**src/rtl/ecp5_pll_pkg.sv**
```systemverilog
// Shared types and helpers for the ECP5 EHXPLLL controller.
package ecp5_pll_pkg;

  typedef enum logic [2:0] {
    RESET_PLL,
    WAIT_LOCK,
    STABLE,
    RUN,
    PH_SETUP,
    PH_PULSE,
    PH_GAP
  } state_t;

  localparam logic [1:0] PHASESEL_CLKOS  = 2'b00;
  localparam logic [1:0] PHASESEL_CLKOS2 = 2'b01;
  localparam logic [1:0] PHASESEL_CLKOS3 = 2'b10;
  localparam logic [1:0] PHASESEL_CLKOP  = 2'b11;

  function automatic int unsigned max2(input int unsigned a, input int unsigned b);
    return (a > b) ? a : b;
  endfunction

  // Width able to hold every terminal count (value-1) of the shared timer.
  function automatic int unsigned timer_width(input int unsigned largest);
    return (largest < 2) ? 1 : $clog2(largest);
  endfunction

endpackage

```
**src/rtl/cdc_sync_bit.sv**
```systemverilog
// Two-flop synchroniser for a single level signal, reset to 0.
module cdc_sync_bit (
  input  logic clk,
  input  logic rst_n,
  input  logic d,
  output logic q
);

  logic meta_q;
  logic sync_q;

  always_ff @(posedge clk or negedge rst_n) begin
    if (!rst_n) begin
      meta_q <= 1'b0;
      sync_q <= 1'b0;
    end else begin
      meta_q <= d;
      sync_q <= meta_q;
    end
  end

  assign q = sync_q;

endmodule

```
**src/rtl/ecp5_pll_manager.sv**
```systemverilog
// EHXPLLL controller: PLL reset/lock qualification, downstream reset release,
// dynamic phase stepping and automatic recovery from lock loss or timeout.
module ecp5_pll_manager
  import ecp5_pll_pkg::*;
#(
  parameter int unsigned RST_CYCLES   = 16,
  parameter int unsigned LOCK_STABLE  = 1024,
  parameter int unsigned LOCK_TIMEOUT = 65536,
  parameter int unsigned SETUP_CYCLES = 2,
  parameter int unsigned STEP_PULSE   = 4,
  parameter int unsigned STEP_GAP     = 4,
  parameter int unsigned STEP_W       = 8
) (
  input  logic              clk,
  input  logic              reset_n,
  input  logic              pll_lock,
  output logic              pll_rst,
  output logic [1:0]        pll_phasesel,
  output logic              pll_phasedir,
  output logic              pll_phasestep,
  output logic              pll_phaseloadreg,
  output logic              pll_stdby,
  output logic              sys_reset_n,
  output logic              locked,
  output logic [7:0]        relock_count,
  input  logic              ph_valid,
  output logic              ph_ready,
  input  logic [1:0]        ph_sel,
  input  logic              ph_dir,
  input  logic [STEP_W-1:0] ph_steps,
  output logic              ph_done,
  output logic              ph_abort
);

  localparam int unsigned TIMER_W = timer_width(
    max2(max2(max2(RST_CYCLES, LOCK_STABLE), max2(LOCK_TIMEOUT, SETUP_CYCLES)),
         max2(STEP_PULSE, STEP_GAP)));

  localparam logic [TIMER_W-1:0] RST_LAST     = TIMER_W'(RST_CYCLES - 1);
  localparam logic [TIMER_W-1:0] STABLE_LAST  = TIMER_W'(LOCK_STABLE - 1);
  localparam logic [TIMER_W-1:0] TIMEOUT_LAST = TIMER_W'(LOCK_TIMEOUT - 1);
  localparam logic [TIMER_W-1:0] SETUP_LAST   = TIMER_W'(SETUP_CYCLES - 1);
  localparam logic [TIMER_W-1:0] PULSE_LAST   = TIMER_W'(STEP_PULSE - 1);
  localparam logic [TIMER_W-1:0] GAP_LAST     = TIMER_W'(STEP_GAP - 1);

  logic lock_s;

  cdc_sync_bit u_lock_sync (
    .clk   (clk),
    .rst_n (reset_n),
    .d     (pll_lock),
    .q     (lock_s)
  );

  state_t             state_q, state_d;
  logic [TIMER_W-1:0] timer_q, timer_d;
  logic [STEP_W-1:0]  remaining_q, remaining_d;
  logic               pll_rst_q, pll_rst_d;
  logic [1:0]         phasesel_q, phasesel_d;
  logic               phasedir_q, phasedir_d;
  logic               phasestep_q, phasestep_d;
  logic               sys_reset_n_q, sys_reset_n_d;
  logic               locked_q, locked_d;
  logic [7:0]         relock_count_q, relock_count_d;
  logic               ph_done_q, ph_done_d;
  logic               ph_abort_q, ph_abort_d;
  logic               relock;

  always_comb begin
    state_d        = state_q;
    timer_d        = timer_q + TIMER_W'(1);
    remaining_d    = remaining_q;
    pll_rst_d      = pll_rst_q;
    phasesel_d     = phasesel_q;
    phasedir_d     = phasedir_q;
    phasestep_d    = phasestep_q;
    sys_reset_n_d  = sys_reset_n_q;
    locked_d       = locked_q;
    relock_count_d = relock_count_q;
    ph_done_d      = 1'b0;
    ph_abort_d     = 1'b0;
    relock         = 1'b0;

    case (state_q)
      RESET_PLL: begin
        if (timer_q == RST_LAST) begin
          state_d   = WAIT_LOCK;
          pll_rst_d = 1'b0;
        end
      end
      WAIT_LOCK: begin
        if (lock_s) state_d = STABLE;
        else if (timer_q == TIMEOUT_LAST) relock = 1'b1;
      end
      STABLE: begin
        if (!lock_s) begin
          state_d = WAIT_LOCK;
        end else if (timer_q == STABLE_LAST) begin
          state_d       = RUN;
          sys_reset_n_d = 1'b1;
          locked_d      = 1'b1;
        end
      end
      RUN: begin
        // ph_ready is high here, so a request presented as lock drops counts as accepted and aborted.
        if (!lock_s) begin
          relock     = 1'b1;
          ph_abort_d = ph_valid;
        end else if (ph_valid) begin
          if (ph_steps == '0) begin
            ph_done_d = 1'b1;
          end else begin
            phasesel_d  = ph_sel;
            phasedir_d  = ph_dir;
            remaining_d = ph_steps;
            state_d     = PH_SETUP;
          end
        end
      end
      PH_SETUP: begin
        if (!lock_s) begin
          relock     = 1'b1;
          ph_abort_d = 1'b1;
        end else if (timer_q == SETUP_LAST) begin
          state_d     = PH_PULSE;
          phasestep_d = 1'b1;
        end
      end
      PH_PULSE: begin
        if (!lock_s) begin
          relock     = 1'b1;
          ph_abort_d = 1'b1;
        end else if (timer_q == PULSE_LAST) begin
          state_d     = PH_GAP;
          phasestep_d = 1'b0;
          remaining_d = remaining_q - STEP_W'(1);
        end
      end
      PH_GAP: begin
        if (!lock_s) begin
          relock     = 1'b1;
          ph_abort_d = 1'b1;
        end else if (timer_q == GAP_LAST) begin
          if (remaining_q == '0) begin
            state_d   = RUN;
            ph_done_d = 1'b1;
          end else begin
            state_d     = PH_PULSE;
            phasestep_d = 1'b1;
          end
        end
      end
      default: relock = 1'b1;
    endcase

    if (relock) begin
      state_d       = RESET_PLL;
      pll_rst_d     = 1'b1;
      sys_reset_n_d = 1'b0;
      locked_d      = 1'b0;
      phasestep_d   = 1'b0;
      if (relock_count_q != '1) relock_count_d = relock_count_q + 8'd1;
    end

    if (state_d != state_q) timer_d = '0;
  end

  always_ff @(posedge clk or negedge reset_n) begin
    if (!reset_n) begin
      state_q        <= RESET_PLL;
      timer_q        <= '0;
      remaining_q    <= '0;
      pll_rst_q      <= 1'b1;
      phasesel_q     <= PHASESEL_CLKOS;
      phasedir_q     <= 1'b0;
      phasestep_q    <= 1'b0;
      sys_reset_n_q  <= 1'b0;
      locked_q       <= 1'b0;
      relock_count_q <= '0;
      ph_done_q      <= 1'b0;
      ph_abort_q     <= 1'b0;
    end else begin
      state_q        <= state_d;
      timer_q        <= timer_d;
      remaining_q    <= remaining_d;
      pll_rst_q      <= pll_rst_d;
      phasesel_q     <= phasesel_d;
      phasedir_q     <= phasedir_d;
      phasestep_q    <= phasestep_d;
      sys_reset_n_q  <= sys_reset_n_d;
      locked_q       <= locked_d;
      relock_count_q <= relock_count_d;
      ph_done_q      <= ph_done_d;
      ph_abort_q     <= ph_abort_d;
    end
  end

  assign pll_rst          = pll_rst_q;
  assign pll_phasesel     = phasesel_q;
  assign pll_phasedir     = phasedir_q;
  assign pll_phasestep    = phasestep_q;
  assign pll_phaseloadreg = 1'b0;
  assign pll_stdby        = 1'b0;
  assign sys_reset_n      = sys_reset_n_q;
  assign locked           = locked_q;
  assign relock_count     = relock_count_q;
  assign ph_ready         = (state_q == RUN);
  assign ph_done          = ph_done_q;
  assign ph_abort         = ph_abort_q;

endmodule

```
**config.mk**
```make
export PLATFORM = sky130hd
export DESIGN_NAME = ecp5_pll_manager
export DESIGN_NICKNAME = d
export VERILOG_FILES = /design/src/rtl/ecp5_pll_pkg.sv /design/src/rtl/cdc_sync_bit.sv /design/src/rtl/ecp5_pll_manager.sv
export SDC_FILE = /design/constraint.sdc
export NUM_CORES = 1
export LEC_CHECK = 0
export ABC_AREA = 1
export CAP_MARGIN = 15
export CORE_ASPECT_RATIO = 1.5
export CORE_UTILIZATION = 45
export DETAILED_ROUTE_END_ITERATION = 7
export GPL_ROUTABILITY_DRIVEN = 1
export PLACE_DENSITY = 0.69
export SLEW_MARGIN = 10
export SYNTH_ARGS = -nofsm -noshare
export SYNTH_HDL_FRONTEND = slang
export SYNTH_SLANG_ARGS = --single-unit
```
**constraint.sdc**
```tcl
create_clock -name clk -period 1.9 [get_ports clk]
set_input_delay 0.38 -clock clk [delete_from_list [all_inputs] [get_ports clk]]
set_output_delay 0.38 -clock clk [all_outputs]
set_load 0.005 [all_outputs]
```
# Word-level counts from Yosys, hierarchy flattened

Cells that the tools add are included.

Input port bits: 15
Bits in registers: 45
Output and inout port bits: 20
Word-level logic and storage cells: 113

Bitwise gates (word level): 1
Reduce and logical (&&, ||, !) cells: 19
$add $sub $neg: 3
Mux-type cells: 52
Equal/unequal tests: 25

Operator list:

| cell                    | count |
|---|---|
| $mux W3                 | 15 |
| $mux W8                 | 5 |
| $mux W1                 | 25 |
| $pmux W3 S7             | 1 |
| $add A16 B1 Y16 const B | 1 |
| $eq A16 B1 Y1 const B   | 1 |
| $eq A16 B10 Y1 const B  | 1 |
| $eq A16 B16 Y1 const B  | 1 |
| $eq A16 B2 Y1 const B   | 1 |
| $eq A16 B4 Y1 const B   | 1 |
| $logic_not A8 Y1        | 2 |
| $mux W16                | 1 |
| $pmux W8 S2             | 1 |
| $ne A3 B3 Y1 const B    | 4 |
| $reduce_bool A2 Y1      | 6 |
| $eq A3 B3 Y1 const B    | 3 |
| $ne A3 B2 Y1 const B    | 3 |
| $add A8 B1 Y8 const B   | 1 |
| $ne A8 B8 Y1 const B    | 1 |
| $reduce_and A8 Y1       | 1 |
| $sub A8 B1 Y8 const B   | 1 |
| $eq A3 B2 Y1 const B    | 2 |
| $ne A2 B2 Y1 const B    | 3 |
| $pmux W1 S3             | 2 |
| 14 further kinds        | 17 |

# Depth between registers and ports, before layout

Gate-level depths: netlist of run 1.

Word-level depth: 8
Depth in mapped cells: 16
Gate-level depth less buffers: 15

# Modules after synthesis

A second synthesis of run 1 with hierarchy kept.

Cell total of the unflattened synthesis: 341
Area total of the unflattened synthesis: 2622.5 sq um

Modules (own cells, without submodules):

| module           | area an instance (sq um) | cells each | seq. area each (sq um) | instances |
|---|---|---|---|---|
| ecp5_pll_manager | 2572.5                   | 339        | 1077.3                 | 1 |
| cdc_sync_bit     | 50.0                     | 2          | 50.0                   | 1 |

# Worst setup path before layout of run 1

Ideal clock, no wire load.

Path type: register -> register
Start point: register timer_q[0]
End point: register timer_q[9]
Setup time: 68 ps
Path slack: 103 ps
Stages on the path, launching flop included: 14
Path buffers: 1
Data required time: 1832 ps
Arrival time: 1729 ps
Period minus slack after synthesis: 1797 ps
Path through: dfrtp_1 > ha_1 > nand2_1 > nor2_1 > nand2_2 > nor2_2 > nand3_2 > nand2_4 > nor2_8 > nand2_2 > a21oi_4 > nand3_4 > buf_12 > nor2_4

Longest elaborated chain between the ends: 7
Elaborated cells between the ends (all ways): 22
Classes of those cells: add/sub: 1; eq/ne: 6; mux: 15

RTL lines:

| element                                     | RTL line                                         | source |
|---|---|---|
| from (decl)                                 | ecp5_pll_manager.sv:56                           | `logic [TIMER_W-1:0] timer_q, timer_d;` |
| from (signal assigned)                      | ecp5_pll_manager.sv:184                          | `timer_q <= timer_d;` |
| $eq A16 B2 Y1, or another cell as far along | ecp5_pll_manager.sv:133, ecp5_pll_manager.sv:143 |  |
| $mux W3, or another cell as far along       | ecp5_pll_manager.sv:143                          | `end else if (timer_q == GAP_LAST) begin` |
| $mux W3, or another cell as far along       | ecp5_pll_manager.sv:140                          | `if (!lock_s) begin` |
| $pmux W3 S7 or $pmux W1 S3 (tied branches)  | ecp5_pll_manager.sv:84                           | `case (state_q)` |
| $mux W3                                     | ecp5_pll_manager.sv:156                          | `if (relock) begin` |
| $ne A3 B3 Y1                                | ecp5_pll_manager.sv:165                          | `if (state_d != state_q) timer_d = '0;` |
| $mux W16 *                                  | ecp5_pll_manager.sv:165                          |  |
| named net timer_d[9]                        | ecp5_pll_manager.sv:56                           |  |

The timed path passes the listed nets; every way through them passes the cells marked *.
A chain may end at the register's enable or synchronous reset.

# Worst setup path after layout of run 1

Start point: register timer_q[1]
End point: register timer_q[0]

Longest elaborated chain between the ends: 7
Elaborated cells between the ends (all ways): 21
Classes of those cells: eq/ne: 6; mux: 15

RTL lines:

| element                                     | RTL line |
|---|---|
| $eq A16 B2 Y1, or another cell as far along | ecp5_pll_manager.sv:133, ecp5_pll_manager.sv:143 |
| $mux W3, or another cell as far along       | ecp5_pll_manager.sv:143 |
| $mux W3, or another cell as far along       | ecp5_pll_manager.sv:140 |
| $pmux W3 S7 or $pmux W1 S3 (tied branches)  | ecp5_pll_manager.sv:84 |
| $mux W3 *                                   | ecp5_pll_manager.sv:156 |
| $ne A3 B3 Y1 *                              | ecp5_pll_manager.sv:165 |
| $mux W16 *                                  | ecp5_pll_manager.sv:165 |
| named net timer_d[0]                        | ecp5_pll_manager.sv:56 |

Marked as above.

==> results.py, run 1 <==
metrics = {
    "outcome": {
        "outcome": "finished with violations",
        "violations": "negative hold slack",
    },
    "setup_path": {
        "path_max_fanout": 8,
        "critical_path_buf_inv_count": 1,
        "crit_path_end_kind": "flop",
        "crit_type": "flop to flop",
        "crit_slowest_cell": "dfrtp_1",
        "crit_arrival_ns": 2.13,
        "timing.critical_path.mode_cell": "nand2_2",
        "slowest_delay_ns": 0.42,
        "critical_path_required_ns": 2.14,
        "cp_top_family": "simple AND/OR/NAND/NOR gates",
        "path_cells": "ha_4 -> nand2_2 -> nor2_2 -> nand2_2 -> nor2_2 -> nand3_2 -> nand2_4 -> nor2_8 -> nand2_2 -> a21oi_4 -> nand3_4 -> buf_12 -> nor2_4",
        "cp-start-kind": "flop",
    },
    "power": {
        "power_density_nw_per_um2": 1263,
        "ir_drop_uv": 1401,
        "p_leak_nw": 1.689,
    },
    "global_routing": {
        "grt_pass1_wl_um": 10050,
        "grtUsageMet3_pct": 3.125,
        "grt_pass1_vias": 2342,
        "grt_use_met1_pct": 21.49,
        "antenna_found_initial": 0,
        "grt_overflow_total": 0,
        "grt.total_usage_pct": 20.08,
        "use_met2_pct": 37.52,
        "grt_busiest_layer": "met2",
        "grt_max_degree": 29,
    },
    "finish": {
        "synthToLayoutAreaGrowth_pct": 30.18,
        "n_antenna_cell": 0,
        "layout_common_cells": "nand2_1, dfrtp_1, nor2_1",
        "multi_input_area_sq_um": 1539,
        "fin_cells": 484,
        "drive_gt1_share_pct": 26.46,
        "nNetsFinal": 431,
        "ff_latch_area_sq_um": 1130,
        "nFillCells": 544,
        "final_common_cell": "nand2_1",
    },
    "synthesis": {
        "synth_xor_area_share_pct": 6.270,
        "synth_cells": 345,
        "synth_area_leaders": "dfrtp_1, nand2_1, nor2_1",
        "ys_ff_latch": 45,
        "ys.flop_type": "dfrtp_1",
        "synth_area_leader_cell": "dfrtp_1",
        "syn_area_sq_um": 2794,
        "synthMuxAreaShare_pct": 0,
        "synth_area_per_cell_sq_um": 8.098,
        "yosys_warnings": 0,
        "yosysSeqAreaShare_pct": 40.35,
        "synth_top_area_share_pct": 39.41,
        "async_reset_ff_share_pct": 100.0,
        "yosys.area_share.simple_pct": 35.87,
        "synth_top_family_by_area": "simple AND/OR/NAND/NOR gates",
        "ys_types": 38,
        "synth-edff-count": 0,
        "synth_compound_area_share_pct": 7.479,
        "synth-adder-area-share_pct": 2.239,
    },
    "worst_hold_path": {
        "min_path_type": "input port to async pin",
    },
    "sta": {
        "period_minus_slack_ns": 1.895,
        "timing.setup.tns_ns": 0,
        "hold_viol": 1,
        "holdWs_ns": -0.0005247,
        "fin_worst_skew_ns": 0.009844,
        "setup_viol": 0,
        "rsz0062_at_grt": "true",
        "drv_slew": 0,
        "fin_crit_sh_pct": 99.73,
        "fmax_mhz": 527.8,
    },
    "placed_design": {
        "gp_congestion": 0.8670,
        "place_hpwl_um": 4628,
        "io_buffers": 32,
        "dp_cells": 469,
    },
    "floorplan": {
        "row_count": 34,
        "chipHeight_um": 98.51,
        "start_util_pct": 47.25,
        "io_pins": 35,
        "die_x_um": 66.34,
        "die-area_sq_um": 6534,
        "coreArea_sq_um": 5913,
    },
    "clock_tree": {
        "insertion_delay_ns": 0.31,
        "cts.sinks": 45,
        "cts_buffer_depth": 2,
        "cts_tree": "yes",
        "h-tree-depth": 2,
        "root_buffer": "clkbuf_8",
        "cts.clk_slew.worst_paths_ns": 0.08,
        "numCtsBuffers": 5,
    },
    "drt": {
        "dr.pass1.iters": 6,
        "wl_per_cell_um": 12.65,
        "viasPerCell": 4.965,
        "drt_iter0_drc": 79,
        "ant_nets": 0,
        "vias": 2403,
        "drc": 0,
        "finalWirelength_um": 6121,
    },
    "run": {
        "cap_violations": 0,
    },
}
[power by group]
| group | leakage, nW | internal [mW] | switching (mW) |
|---|---|---|---|
| Sequential | 0.593 | 1.20 | 0.217 |
| Combinational | 1.04 | 1.09 | 1.32 |
| Clock | 0.0574 | 0.428 | 0.333 |
[metrics by stage]
stage	area (sq um)	utilization (%)	setup WS, ns	power (mW)
global route	3637	61.51	-0.1494	4.919
finish	3637	61.51	0.005184	4.595
global placement	3373	57.05	-0.1757	3.491
floorplan	2798	-	0.1030	2.772
detailed placement	3373	57.05	-0.1991	3.529
CTS	3523	59.59	0.005624	4.355
[path summary, 6_finish.rpt]
check	start	endpoint	slack, ns	depth (start not counted)
max in group asynchronous	reset_n	pll_rst	1.34	2
worst max-delay path	timer_q[1]	timer_q[0]	0.005	13
worst min register to register	u_lock_sync.meta_q	u_lock_sync.q	0.36	0
worst max register to register	timer_q[1]	timer_q[0]	0.005	13
min in group clk	u_lock_sync.meta_q	u_lock_sync.q	0.36	0
worst min-delay path	reset_n	remaining_q[5]	-0.0005	1
[cell usage after synthesis, types with 3 or more instances]
cell	count
a21oi_1	7
nand4_1	8
inv_1	27
inv_2	7
nand2_2	8
nor2_4	13
xor2_1	10
ha_1	5
xnor2_1	10
nor3_1	8
dfrtp_1	44
nand2_1	78
nand3_1	18
nor2_1	42
buf_4	3
nand3_2	4
o21ai_0	22
nor2_2	5
[logic make-up after synthesis]
family / Yosys count
AO/OA/AOI/OAI: 37
XOR/XNOR: 20
adder cells (fa/ha/maj): 5
buffers and inverters: 44
flip-flops: 45
other: 1
AND/OR/NAND/NOR: 193
[sequential cells by signal (all words and copies together) (netlist names), 2 cells and up]
signal	flops
timer_q	16
relock_count	8
remaining_q	8
state_q	3
pll_phasesel	2
[worst register-to-register path: stages, from the launching register on]
cell and delay [ns]:
dfrtp_1 0.42, ha_4 0.20, nand2_2 0.07, nor2_2 0.05, nand2_2 0.09, nor2_2 0.05
nand3_2 0.10, nand2_4 0.08, nor2_8 0.16, nand2_2 0.10, a21oi_4 0.15, nand3_4 0.12
buf_12 0.18, nor2_4 0.07
[area by class of cell]
type	count	share of cell area [%]
Clock buffer	6	2.270
Clock inverter	2	1.032
Tap cell	72	2.477
Sequential cell	45	31.06
Multi-Input combinational cell	257	42.31
Timing Repair Buffer	67	17.10
Inverter	35	3.750
[what timing repair did]
action                                  in CTS  in global routing
endpoints found under the setup margin      18                 26
hold buffers                                 0                  0
buffers inserted                             2                  5
pin swaps                                    0                 14
resized for setup                            4                 25
cloned                                       0                  0
[per-layer routing]
layer  vias to the layer above  routed length (um)
met2                        44                3357
met1                      1121                2492
li1                       1230                   -
met3                         8                 157
met4                         0                 114
met5                         -                   0
Power figures use the tool's default switching activity.
==> run 2: changes to the inputs <==
--- a/config.mk
+++ b/config.mk
@@ -8,10 +8,9 @@
 export ABC_AREA = 1
 export CAP_MARGIN = 15
 export CORE_ASPECT_RATIO = 1.5
-export CORE_UTILIZATION = 45
+export CORE_UTILIZATION = 40
 export DETAILED_ROUTE_END_ITERATION = 7
 export GPL_ROUTABILITY_DRIVEN = 1
-export PLACE_DENSITY = 0.69
 export SLEW_MARGIN = 10
 export SYNTH_ARGS = -nofsm -noshare
 export SYNTH_HDL_FRONTEND = slang
==> run 2 against run 1 <==
The run ends with negative setup slack left. Largest cell class unchanged. Sequential share of layout area about the same. Routed wire length up 3.5%. Global-route usage down 2.2 points. Clock power down 4.1%. Cell count up 1.9%. Final area up 0.14%. Power down 0.43%.
==> results.py, run 2 (synthesis results as in run 1) <==
metrics = {
    "sta": {
        "fin_crit_sh_pct": 100.2,
        "fin_worst_skew_ns": 0.01454,
        "holdWs_ns": 0.1463,
        "hold_viol": 0,
        "rsz0062_at_grt": "true",
        "max_slew_margin_pct": 61.21,
        "worst_slack_ns": -0.002882,
        "setup_viol": 2,
        "drv_slew": 0,
        "fmax_mhz": 525.5,
        "period_minus_slack_ns": 1.903,
        "worst_pin_slew_ns": 0.5818,
    },
    "power": {
        "clkPwrFrac_pct": 15.9,
        "p_switching_mw": 1.854,
        "ir_drop_uv": 526.9,
        "seq_power_share_pct": 30.9,
        "p_leak_nw": 1.707,
        "power_density_nw_per_um2": 1256,
        "switching_share_pct": 40.51,
        "p_int_mw": 2.722,
        "p_total_mw": 4.575,
        "combPwrFrac_pct": 53.2,
    },
    "setup_path": {
        "crit_type": "flop to flop",
        "reg2regPathDepth": 15,
        "critical_path_required_ns": 2.08,
        "crit_arrival_ns": 2.08,
        "path_max_fanout": 5,
        "crit_path_end_kind": "flop",
        "cp-start-kind": "flop",
    },
    "clock_tree": {
        "insertion_delay_ns": 0.30,
        "h-tree-depth": 2,
        "root_buffer": "clkbuf_8",
        "cts_tree": "yes",
        "cts.sinks": 45,
        "numCtsBuffers": 5,
        "cts.clk_slew.worst_paths_ns": 0.09,
        "cts_buffer_depth": 2,
    },
    "finish": {
        "top_register": "timer_q",
        "drive_gt1_share_pct": 27.10,
        "layout_common_cells": "nand2_1, dfrtp_1, buf_4",
        "fin_cells": 493,
        "final_common_cell": "nand2_1",
        "synthToLayoutAreaGrowth_pct": 30.36,
        "n_antenna_cell": 0,
        "nNetsFinal": 436,
        "largest_reg_flops": 16,
    },
    "global_routing": {
        "antenna_found_initial": 0,
        "grt.total_usage_pct": 17.83,
        "grt_max_degree": 46,
        "grt_pass1_wl_um": 10610,
        "grt_pass1_vias": 2430,
        "grt_overflow_total": 0,
    },
    "placed_design": {
        "dp_cells": 478,
        "place_hpwl_um": 4685,
        "gp_congestion": 0.8609,
        "io_buffers": 32,
    },
    "drt": {
        "ant_nets": 0,
        "dr.pass1.iters": 4,
        "finalWirelength_um": 6333,
        "drc": 0,
        "vias": 2411,
        "drt_iter0_drc": 67,
        "viasPerCell": 4.890,
        "wl_per_cell_um": 12.85,
    },
    "outcome": {
        "outcome": "finished with violations",
        "violations": "negative setup slack",
    },
    "floorplan": {
        "start_util_pct": 42.20,
        "chipHeight_um": 104.4,
        "coreArea_sq_um": 6621,
        "die_x_um": 70.24,
        "io_pins": 35,
        "row_count": 36,
        "die-area_sq_um": 7330,
    },
    "run": {
        "cap_violations": 0,
    },
    "worst_hold_path": {
        "min_path_type": "input port to async pin",
    },
}
-- run 2: per-stage QoR --
stage	setup WS [ns]	utilization, %	setup TNS, ns	instance area [sq um]
after floorplan	0.1030	-	0	2798
after global placement	-0.2261	51.21	-4.137	3391
after detailed placement	-0.2549	51.21	-4.448	3391
after CTS	0.003656	53.59	0	3548
after global routing	-0.1425	55.01	-2.726	3642
final	-0.002882	55.01	-0.003473	3642
-- run 2: what timing repair did --
| item | CTS | global route |
|---|---|---|
| gates resized for setup | 6 | 19 |
| hold buffers | 0 | 0 |
| buffers inserted | 4 | 2 |
| cloned | 0 | 1 |
| endpoints found under the setup margin | 17 | 30 |
| pin swaps | 0 | 11 |
-- run 2: worst paths after layout --
| kind | endpoint | from | slack (ns) |
|---|---|---|---|
| max in group asynchronous | state_q[0] | reset_n | 1.31 |
| setup reg to reg | timer_q[10] | timer_q[1] | -0.003 |
| setup / recovery | timer_q[10] | timer_q[1] | -0.003 |
| hold reg to reg | u_lock_sync.q | u_lock_sync.meta_q | 0.39 |
| min in group clk | u_lock_sync.q | u_lock_sync.meta_q | 0.39 |
| hold / removal | remaining_q[4] | reset_n | 0.15 |
-- run 2: critical path: stages, from the launching register on --
cell	delay (ns)
dfrtp_1	0.41
ha_4	0.19
nand2_2	0.06
nor2_2	0.13
nand2_2	0.10
inv_2	0.07
nand2_2	0.05
nand2_1	0.06
nand2_1	0.05
nand2_1	0.06
nor2_1	0.04
nand2_1	0.09
nand3_1	0.12
nand3_4	0.15
clkbuf_16	0.18
nor2_4	0.03
-- run 2: routing by layer --
layer	global-route usage (%)	routed length, um	vias up
met4	8.571	202	0
met3	2.907	114	14
li1	-	-	1232
met2	32.65	3418	33
met5	0	0	-
met1	19.37	2598	1132
-- run 2: layout make-up --
class	count	area [sq um]
timing repair buffer	72	655.6
inverter	35	136.4
tap	76	95.09
clock inverter	2	35.03
clock buffer	6	72.57
multi-input combinational	257	1516
sequential	45	1131
fill	633	2979
-- run 2: power by group through the flow --
| stage | Clock (mW) | Sequential (mW) | Combinational, mW |
|---|---|---|---|
| floorplan | 0 | 1.38 | 1.39 |
| detailed placement | 0 | 1.46 | 2.02 |
| global route | 0.783 | 1.45 | 2.66 |
| global placement | 0 | 1.44 | 1.99 |
| CTS | 0.745 | 1.41 | 2.16 |
| finish | 0.729 | 1.41 | 2.43 |
